File: config.mk
export PLATFORM = sky130hd
export DESIGN_NAME = wb_uart_rx_fifo
export DESIGN_NICKNAME = d
export VERILOG_FILES = /design/src/rtl/wb_uart_rx_fifo.sv
export SDC_FILE = /design/constraint.sdc
export NUM_CORES = 1
export LEC_CHECK = 0
export CAP_MARGIN = 5
export CORE_UTILIZATION = 30
export CTS_BUF_LIST = sky130_fd_sc_hd__clkbuf_8
export DETAILED_ROUTE_END_ITERATION = 7
export MAX_ROUTING_LAYER = met4
export SETUP_SLACK_MARGIN = 0.02
export SLEW_MARGIN = 25
export SYNTH_ARGS = -nofsm -noshare
export SYNTH_HDL_FRONTEND = slang
export SYNTH_SLANG_ARGS = --single-unit
File: constraint.sdc
create_clock -name clock -period 7.2 [get_ports clock]
set_clock_uncertainty 0.05 [all_clocks]
set_input_delay 1.44 -clock clock [delete_from_list [all_inputs] [get_ports clock]]
set_output_delay 1.44 -clock clock [all_outputs]
set_load 0.01 [all_outputs]
File: src/rtl/wb_uart_rx_fifo.sv
// Wishbone B4 classic UART receiver (8N1) with a byte FIFO and DATA/STATUS/CTRL registers.
// Define WB_UART_RX_PARITY_EN to receive 8E1 frames and report parity errors in STATUS[4].
`timescale 1ns/1ps
module wb_uart_rx_fifo #(
    parameter int CLK_FREQ_HZ = 24000000,
    parameter int BAUD        = 115200,
    parameter int FIFO_AW     = 3
) (
    input  logic        clock,
    input  logic        reset_n,
    input  logic [3:0]  wb_adr_i,
    input  logic [31:0] wb_dat_i,
    input  logic [3:0]  wb_sel_i,
    input  logic        wb_we_i,
    input  logic        wb_cyc_i,
    input  logic        wb_stb_i,
    output logic [31:0] wb_dat_o,
    output logic        wb_ack_o,
    input  logic        rx,
    output logic        irq_o,
    output logic [2:0]  rx_state
);
    localparam int DIVISOR = CLK_FREQ_HZ / BAUD;
    localparam int CW      = $clog2(DIVISOR);
    localparam int DEPTH   = 2 ** FIFO_AW;
    localparam logic [CW-1:0]      HALF_M1  = CW'(DIVISOR / 2 - 1);
    localparam logic [CW-1:0]      FULL_M1  = CW'(DIVISOR - 1);
    localparam logic [CW-1:0]      CNT_DEC  = CW'(1);
    localparam logic [FIFO_AW:0]   DEPTH_C  = (FIFO_AW + 1)'(DEPTH);
    localparam logic [FIFO_AW:0]   CNT_ONE  = (FIFO_AW + 1)'(1);
    localparam logic [FIFO_AW-1:0] PTR_ONE  = FIFO_AW'(1);

    typedef enum logic [2:0] {
        S_IDLE   = 3'd0,
        S_START  = 3'd1,
        S_DATA   = 3'd2,
        S_PARITY = 3'd3,
        S_STOP   = 3'd4
    } state_t;

    state_t              state;
    logic [CW-1:0]       cnt;
    logic [2:0]          bit_idx;
    logic [7:0]          shreg;
    logic                push_req, frame_set, parity_set;
    logic                rx_meta, rx_sync, rx_prev, rx_fall;
    logic                enable, irq_en, overrun, frame_err, parity_err;
    logic [7:0]          mem [DEPTH];
    logic [FIFO_AW-1:0]  wr_ptr, rd_ptr;
    logic [FIFO_AW:0]    count;
    logic                not_empty, full, pop, push_ok, overrun_set;
    logic                bus_req, reg_wr;
    logic [31:0]         status, rdata;
    logic                unused_bits;

    assign unused_bits = ^{wb_sel_i, wb_dat_i[31:4], wb_adr_i[1:0]};
    assign rx_state    = state;

    // Line idles high, so the synchronizer resets to 1 to avoid a false start edge.
    always_ff @(posedge clock or negedge reset_n) begin
        if (!reset_n) begin
            rx_meta <= 1'b1;
            rx_sync <= 1'b1;
            rx_prev <= 1'b1;
        end else begin
            rx_meta <= rx;
            rx_sync <= rx_meta;
            rx_prev <= rx_sync;
        end
    end
    assign rx_fall = rx_prev & ~rx_sync;

    always_ff @(posedge clock or negedge reset_n) begin
        if (!reset_n) begin
            state      <= S_IDLE;
            cnt        <= '0;
            bit_idx    <= '0;
            shreg      <= '0;
            push_req   <= 1'b0;
            frame_set  <= 1'b0;
            parity_set <= 1'b0;
        end else begin
            push_req   <= 1'b0;
            frame_set  <= 1'b0;
            parity_set <= 1'b0;
            if (!enable) begin
                state <= S_IDLE;
            end else begin
                case (state)
                    S_IDLE: if (rx_fall) begin
                        state <= S_START;
                        cnt   <= HALF_M1;
                    end
                    S_START: if (cnt == '0) begin
                        if (!rx_sync) begin
                            state   <= S_DATA;
                            cnt     <= FULL_M1;
                            bit_idx <= '0;
                        end else begin
                            state <= S_IDLE;
                        end
                    end else cnt <= cnt - CNT_DEC;
                    S_DATA: if (cnt == '0) begin
                        shreg <= {rx_sync, shreg[7:1]};
                        cnt   <= FULL_M1;
                        if (bit_idx == 3'd7) begin
`ifdef WB_UART_RX_PARITY_EN
                            state <= S_PARITY;
`else
                            state <= S_STOP;
`endif
                        end else begin
                            bit_idx <= bit_idx + 3'd1;
                        end
                    end else cnt <= cnt - CNT_DEC;
`ifdef WB_UART_RX_PARITY_EN
                    S_PARITY: if (cnt == '0) begin
                        cnt <= FULL_M1;
                        if ((^shreg) ^ rx_sync) begin
                            parity_set <= 1'b1;
                            state      <= S_IDLE;
                        end else begin
                            state <= S_STOP;
                        end
                    end else cnt <= cnt - CNT_DEC;
`endif
                    S_STOP: if (cnt == '0) begin
                        state <= S_IDLE;
                        if (rx_sync) push_req  <= 1'b1;
                        else         frame_set <= 1'b1;
                    end else cnt <= cnt - CNT_DEC;
                    default: state <= S_IDLE;
                endcase
            end
        end
    end

    assign bus_req     = wb_cyc_i & wb_stb_i & ~wb_ack_o;
    assign reg_wr      = bus_req & wb_we_i;
    assign not_empty   = (count != '0);
    assign full        = (count == DEPTH_C);
    assign pop         = bus_req & ~wb_we_i & (wb_adr_i[3:2] == 2'd0) & not_empty;
    // A push at full is still accepted when a pop frees the slot in the same cycle.
    assign push_ok     = push_req & (~full | pop);
    assign overrun_set = push_req & full & ~pop;

    always_ff @(posedge clock) begin
        if (push_ok) mem[wr_ptr] <= shreg;
    end

    always_ff @(posedge clock or negedge reset_n) begin
        if (!reset_n) begin
            wr_ptr <= '0;
            rd_ptr <= '0;
            count  <= '0;
        end else begin
            if (push_ok) wr_ptr <= wr_ptr + PTR_ONE;
            if (pop)     rd_ptr <= rd_ptr + PTR_ONE;
            case ({push_ok, pop})
                2'b10:   count <= count + CNT_ONE;
                2'b01:   count <= count - CNT_ONE;
                default: count <= count;
            endcase
        end
    end

    always_comb begin
        status                 = '0;
        status[0]              = not_empty;
        status[1]              = full;
        status[2]              = overrun;
        status[3]              = frame_err;
        status[4]              = parity_err;
        status[8+FIFO_AW:8]    = count;
    end

    always_comb begin
        rdata = '0;
        case (wb_adr_i[3:2])
            2'd0:    if (not_empty) rdata[7:0] = mem[rd_ptr];
            2'd1:    rdata = status;
            2'd2:    rdata[1:0] = {irq_en, enable};
            default: rdata = '0;
        endcase
    end

    // Sticky flags: a new event in the same cycle as a write-1-to-clear wins.
    always_ff @(posedge clock or negedge reset_n) begin
        if (!reset_n) begin
            wb_ack_o  <= 1'b0;
            wb_dat_o  <= '0;
            irq_o     <= 1'b0;
            enable    <= 1'b1;
            irq_en    <= 1'b0;
            overrun   <= 1'b0;
            frame_err <= 1'b0;
        end else begin
            wb_ack_o <= bus_req;
            wb_dat_o <= (bus_req && !wb_we_i) ? rdata : '0;
            irq_o    <= irq_en & (not_empty | overrun | frame_err | parity_err);
            if (reg_wr && wb_adr_i[3:2] == 2'd2) begin
                enable <= wb_dat_i[0];
                irq_en <= wb_dat_i[1];
            end
            if (overrun_set)                                           overrun <= 1'b1;
            else if (reg_wr && wb_adr_i[3:2] == 2'd1 && wb_dat_i[2])   overrun <= 1'b0;
            if (frame_set)                                             frame_err <= 1'b1;
            else if (reg_wr && wb_adr_i[3:2] == 2'd1 && wb_dat_i[3])   frame_err <= 1'b0;
        end
    end

`ifdef WB_UART_RX_PARITY_EN
    always_ff @(posedge clock or negedge reset_n) begin
        if (!reset_n) begin
            parity_err <= 1'b0;
        end else if (parity_set) begin
            parity_err <= 1'b1;
        end else if (reg_wr && wb_adr_i[3:2] == 2'd1 && wb_dat_i[4]) begin
            parity_err <= 1'b0;
        end
    end
`else
    assign parity_err = 1'b0;
`endif

endmodule

Word level (Yosys, flattened, before mapping)
Memory sizes are Yosys's and may differ from the RTL's.
Index checks and enable logic that the tools add are counted.
- register bits: 75
- RAM bits: 64
- input port bits: 46
- output and inout bits: 37
- memories kept: 1
- add/sub/neg operators: 6
- equal/unequal tests: 21
- multiplexer cells: 39
- bitwise operators: 19
- reduce and logical (&&, ||, !) cells: 19
- memory list (memory ; words ; bits a word ; rd ports ; clocked after memory_dff ; wr ports ; RTL line ; text):
    mem ; 8 ; 8 ; 1 ; 0 ; 1 ; 48 ; logic [7:0] mem [DEPTH];
- operators with widths (cell ; number):
    two-way mux 8 bit ; 6
    two-way mux 32 bit ; 1
    one-hot mux 8 bit (4 select lines) ; 1
    two-way mux 3 bit ; 10
    inequality test 3 bit, second input constant ; 6
    two-way mux 1 bit ; 14
    inequality test 2 bit, second input constant ; 6
    one-hot mux 3 bit (4 select lines) ; 1
    one-hot mux 6 bit (2 select lines) ; 1
    bitwise AND 1 bit ; 11
    AND reduction 5 bit ; 2
    adder 3 x 1 -> 3 bit, second input constant ; 3
    zero test 8 bit ; 1
    one-hot mux 4 bit (2 select lines) ; 1
    nonzero test 2 bit ; 4
    nonzero test 4 bit ; 2
    subtractor 8 x 1 -> 8 bit, second input constant ; 1
    == test 3 bit, second input constant ; 2
    one-hot mux 2 bit (3 select lines) ; 1
    one-hot mux 3 bit (2 select lines) ; 1
    AND reduction 6 bit ; 1
    logical AND 1 bit ; 5
    NOT 1 bit ; 5
    adder 4 x 1 -> 4 bit, second input constant ; 1
    13 further kinds ; 17

Logic depth before layout (Yosys ltp)
- depth in word-level cells: 9
- depth in mapped cells: 10
- gate-level depth less buffers: 8

Least setup slack after synthesis
OpenSTA, ideal clock, no wires.
- path type: input-to-reg
- start: input port wb_we_i
- end: memory mem[4][0] (enable)
- data arrival time: 2985 ps
- path slack: 3782 ps
- stages on the path: 5
- path buffers: 0
- cell sequence: nand4bb_4 -> nor3_1 -> o21ai_1 -> or2_2 -> nor3_1
- cells in the longest elaborated chain, start to end: 8
- RTL lines (what ; RTL line ; text):
    start, declared ; 14 ; input logic wb_we_i,
    NOT 1 bit ; 142 ; assign pop = bus_req & ~wb_we_i & (wb_adr_i[3:2] == 2'd0) & not_empty;
    bitwise AND 1 bit (3 in series) ; 142 ;
    OR 1 bit ; 144 ; assign push_ok = push_req & (~full | pop);
    bitwise AND 1 bit ; 144 ;
    two-way mux 1 bit ; 148 ; if (push_ok) mem[wr_ptr] <= shreg;
    two-way mux 1 bit (not written as such) ; 148 ;
    end, declared ; 48 ;
No other way between the ends.

Final worst setup path
- start: input port wb_we_i
- end: register count[2]
- cells in the longest elaborated chain, start to end: 8
- elaborated cells on any way between the ends: 10
- classes of those cells: eq/ne: 2; mux: 1; bitwise: 6; reduce/logical: 1
- RTL lines (what ; RTL line ; text):
    NOT 1 bit (*) ; 142 ;
    bitwise AND 1 bit (*) (3 in series) ; 142 ;
    OR 1 bit ; 144 ;
    bitwise AND 1 bit ; 144 ;
    == test 2 x 1 -> 1 bit / == test 2 bit (equally long branches) ; 159 ; case ({push_ok, pop})
    one-hot mux 4 bit (2 select lines) / nonzero test 2 bit (equally long branches) ; - ;
    end signal, assigned ; 160 ; 2'b10: count <= count + CNT_ONE;
    end signal, assigned ; 161 ; 2'b01: count <= count - CNT_ONE;
    end signal, assigned ; 162 ; default: count <= count;
    end, declared ; 50 ; logic [FIFO_AW:0] count;
Mark *: on every way between the ends. The rest lies on a longest branch, timed or not.
A chain may end at the register's enable or synchronous reset.

==> impl_results.md <==
* Outcome: complete, no violations
* Clock buffer depth at 2
* Hold Buf Count CTS at 0
* Global-route wire length before repair at 15.2 mm
* Slew margin rel. at around two fifths
* FF-to-FF End: count[2]
* Num ports at 83
* Sw Ratio at between 20 and 25%
* GP Congestion at around 0.81
* Ys Warns at 0
* Mapped cell area at around 5200 µm²
* Vias in the first global route at 2916
* Resize count post-CTS at 0
* Synth cell types at between 50 and 60
* Sink Count at between 100 and 150
* Largest net degree at the start of global routing at 56
* Die Area at ~18000 µm²
* Number of synthesized flops with an enable pin at 64
* HPWL after detailed placement at between 6 and 7 mm
* Largest cells by area after synthesis: edfxtp_1 (37%), dfrtp_1 (25%), mux4_2 (7.0%), buf_4 (2.9%), mux2_2 (2.8%)
* Core ar. at between 15000 and 20000 µm²
* R2r setup slk at between 4 and 5 ns
* Post-CTS Setup Bufs at 0
* H-tree depth at 4
* Die Y at between 100 and 150 µm
* Number of port buffers at 28
* Num CTS Buffers at 17
* Worst EP arrival at around 4.2 ns
* Reg-to-Reg Start: wb_ack_o
* # rows at 47
* RSZ-0062 raised after global routing: false
* Vias at 2927
* Highest clock rate at between 200 and 300 MHz
* N_diodes at 0
* Clock share of power at 37.5%
* Max Cap Viol at 0
* Ys flop type: edfxtp_1
* Syn-to-layout area delta at 16.2%
* Comb pwr share at between 10% and 20%
* Hold path depth at 0
* Post-synthesis async set-or-reset flop share at a little under half
* Critical path fanouts, max at 15
* NetSw at approximately 0.36 mW
* DRC errors left at 0
* Post-Synthesis Cells at about 370
* Fillers at ~1.6k
* Most area-hungry cell type in the Yosys netlist: edfxtp_1
* Setup violators final at 0
* CP cell instances: clkdlybuf4s50_1, nand4bb_4, or4_1, nor2_1, xor2_1, ha_1, nor2_1, a221oi_1, a21oi_1
* Max VDD drop at 0.101 mV
* Final ANT Viol Nets at 0
* Worst-skew pair later-pin latency at 0.41 ns
* Worst hold start: rx_meta
* Final worst path period need at approximately 4 ns
* Seq cells post-synth at 119
* Post-route setup TNS at 0 ns
* CTS tree: yes
* Final wirelength at a little over 9 mm
* Final non-filler cell total at roughly 630
* Startpoint types: input port
* WS Path Type: in -> reg
* Initial antenna violation count at 0
* Most used cell, CP: nor2_1
* Clk Tree Root Cell: clkbuf_8
* Crit. End Element: flop
* Max Slew Vio Count at 0
* Worst Hold Class: reg -> reg
* Routed WL per cell at 14.6 µm
* PwrDens at 248 nW/µm²
* Avg Cell Area, Syn at roughly 14 µm²
* Leakage power at 2.27 nW
* Initial core utilization at 30.9%
* Critical path required time at ~7.4 ns
* Chip width at 133 µm
* Worst hold endpoint: rx_sync
* Share of cells above drive strength 1 at a little under a fifth
* Initial DRC count at between 200 and 250
* Vias per cell at around 4.6
* Yosys top cell area share at around 37%
* Worst stage delay on the critical path at about 0.80 ns
* CTS clock-pin slew for the worst setup and hold paths at roughly 0.070 ns
* P_int at between 1 and 1.5 mW
* Slew of the pin with the lowest slew margin at ~0.9 ns
* Critical-path top delay cell: or4_1
* Final Hold Viols at 0
* Global-route usage over all layers at a little under an eighth
* Seq pwr share at 52.0%
* Total grt overflow at 0
* Placed Cells at around 600
* Post-route clock period utilization at 55.0%
* Sequential area share after synthesis at approximately 64%
* NumNets Final at 455
* First-pass DRT Iterations at 4
* Reg2reg path depth at 8
[through the flow]
stage	worst slack, ns	power (mW)	hold WS (ns)	utilization [%]	cell area [µm²]
6_report	3.24	1.49	0.309	35.9	6000
4_1_cts	3.28	1.51	0.308	35.9	6000
3_3_place_gp	2.90	0.943	0.297	33.7	5620
2_1_floorplan	3.78	0.904	0.295	-	5230
3_5_place_dp	2.82	0.947	0.299	33.7	5620
5_1_grt	3.08	1.56	0.310	35.9	6000
[cell usage after synthesis, types with 6 or more instances]
| cell type | instances |
|---|---|
| nand2_1 | 20 |
| mux4_2 | 16 |
| nor2_1 | 27 |
| clkbuf_1 | 8 |
| buf_4 | 20 |
| nor3_1 | 8 |
| nand2b_1 | 6 |
| and2_1 | 6 |
| mux2i_1 | 8 |
| mux2_2 | 13 |
| ha_1 | 7 |
| edfxtp_1 | 64 |
| a21oi_1 | 12 |
| dfrtp_1 | 51 |
| o21ai_0 | 13 |
| inv_1 | 10 |
[worst max-delay path by stage]
stage | cells after the start | slack (ns) | startpoint | end
floorplan | 5 | 3.78 | wb_we_i | mem[4][0]
global placement | 6 | 2.90 | wb_we_i | mem[5][6]
detailed placement | 9 | 2.82 | wb_we_i | count[2]
CTS | 9 | 3.28 | wb_we_i | count[2]
global route | 9 | 3.08 | wb_we_i | count[2]
finish | 9 | 3.24 | wb_we_i | count[2]
[state kept, by name (all words and copies together), names as in the netlist, 3 cells and up]
name and count:
mem 64, wb_dat_o 12, cnt 8, shreg 8, count 4, bit_idx 3
rd_ptr 3, rx_state 3, wr_ptr 3
[power by group through the flow]
stage          clock [mW]  sequential (mW)  combinational (mW)
6_report            0.559            0.775               0.156
5_1_grt             0.608            0.779               0.175
4_1_cts             0.578            0.774               0.159
3_5_place_dp            0            0.788               0.159
3_3_place_gp            0            0.787               0.156
2_1_floorplan           0            0.774               0.130
[critical path: cells and delay by family]
family | cells | cell delay [ns]
buffers and inverters | 1 | 0.45
AO/OA/AOI/OAI | 2 | 0.37
AND/OR/NAND/NOR | 4 | 1.49
XOR/XNOR | 1 | 0.21
adder cells (fa/ha/maj) | 1 | 0.24
[area by class of cell]
cell class | instances | area (µm²) | share of cell area, %
tap | 220 | 275 | 4.59
sequential | 119 | 3300 | 55.1
multi-input combinational | 222 | 1710 | 28.4
timing repair buffer | 32 | 305 | 5.09
inverter | 10 | 37.5 | 0.626
clock buffer | 19 | 262 | 4.36
clock inverter | 12 | 111 | 1.86
[cell usage in the layout (no fill, tap or decap), types with 4 or more instances in the layout]
cell type | netlist | final
nand2b_1 | 6 | 6
nand3_1 | 5 | 5
dfrtp_1 | 51 | 51
nor3_1 | 8 | 5
clkdlybuf4s50_1 | 0 | 27
nand2_1 | 20 | 20
conb_1 | 1 | 20
nor2_1 | 27 | 27
edfxtp_1 | 64 | 64
nor4_1 | 5 | 5
mux2_2 | 13 | 13
and3_1 | 5 | 5
ha_1 | 7 | 7
xor2_1 | 4 | 4
clkinv_2 | 0 | 4
buf_4 | 20 | 4
o21ai_0 | 13 | 13
dfstp_2 | 4 | 4
mux2i_1 | 8 | 8
nor2b_1 | 4 | 4
and2_1 | 6 | 6
clkbuf_8 | 0 | 19
mux4_2 | 16 | 16
inv_1 | 10 | 13
a21oi_1 | 12 | 11
[logic make-up (layout without fill, tap and decap cells)]
family                   count (synthesis)  count (layout)  synth area share, %
AO/OA/AOI/OAI                           50              50                 6.38
multiplexers                            37              37                 11.4
other                                    1              20               0.0727
flip-flops                             119             119                 64.0
AND/OR/NAND/NOR                        101             101                 10.6
adder cells (fa/ha/maj)                  7               7                 1.70
buffers and inverters                   43              73                 4.70
XOR/XNOR                                 7               7                 1.19
[metal layers]
layer  track usage (%)  wire length [µm]  up-vias
li1                  -                 -     1389
met4              4.36                63        0
met1              14.6              4180     1475
met3              3.65               339        2
met2              17.9              4680       61
met5                 -                 0        -
Power figures use the tool's default switching activity.
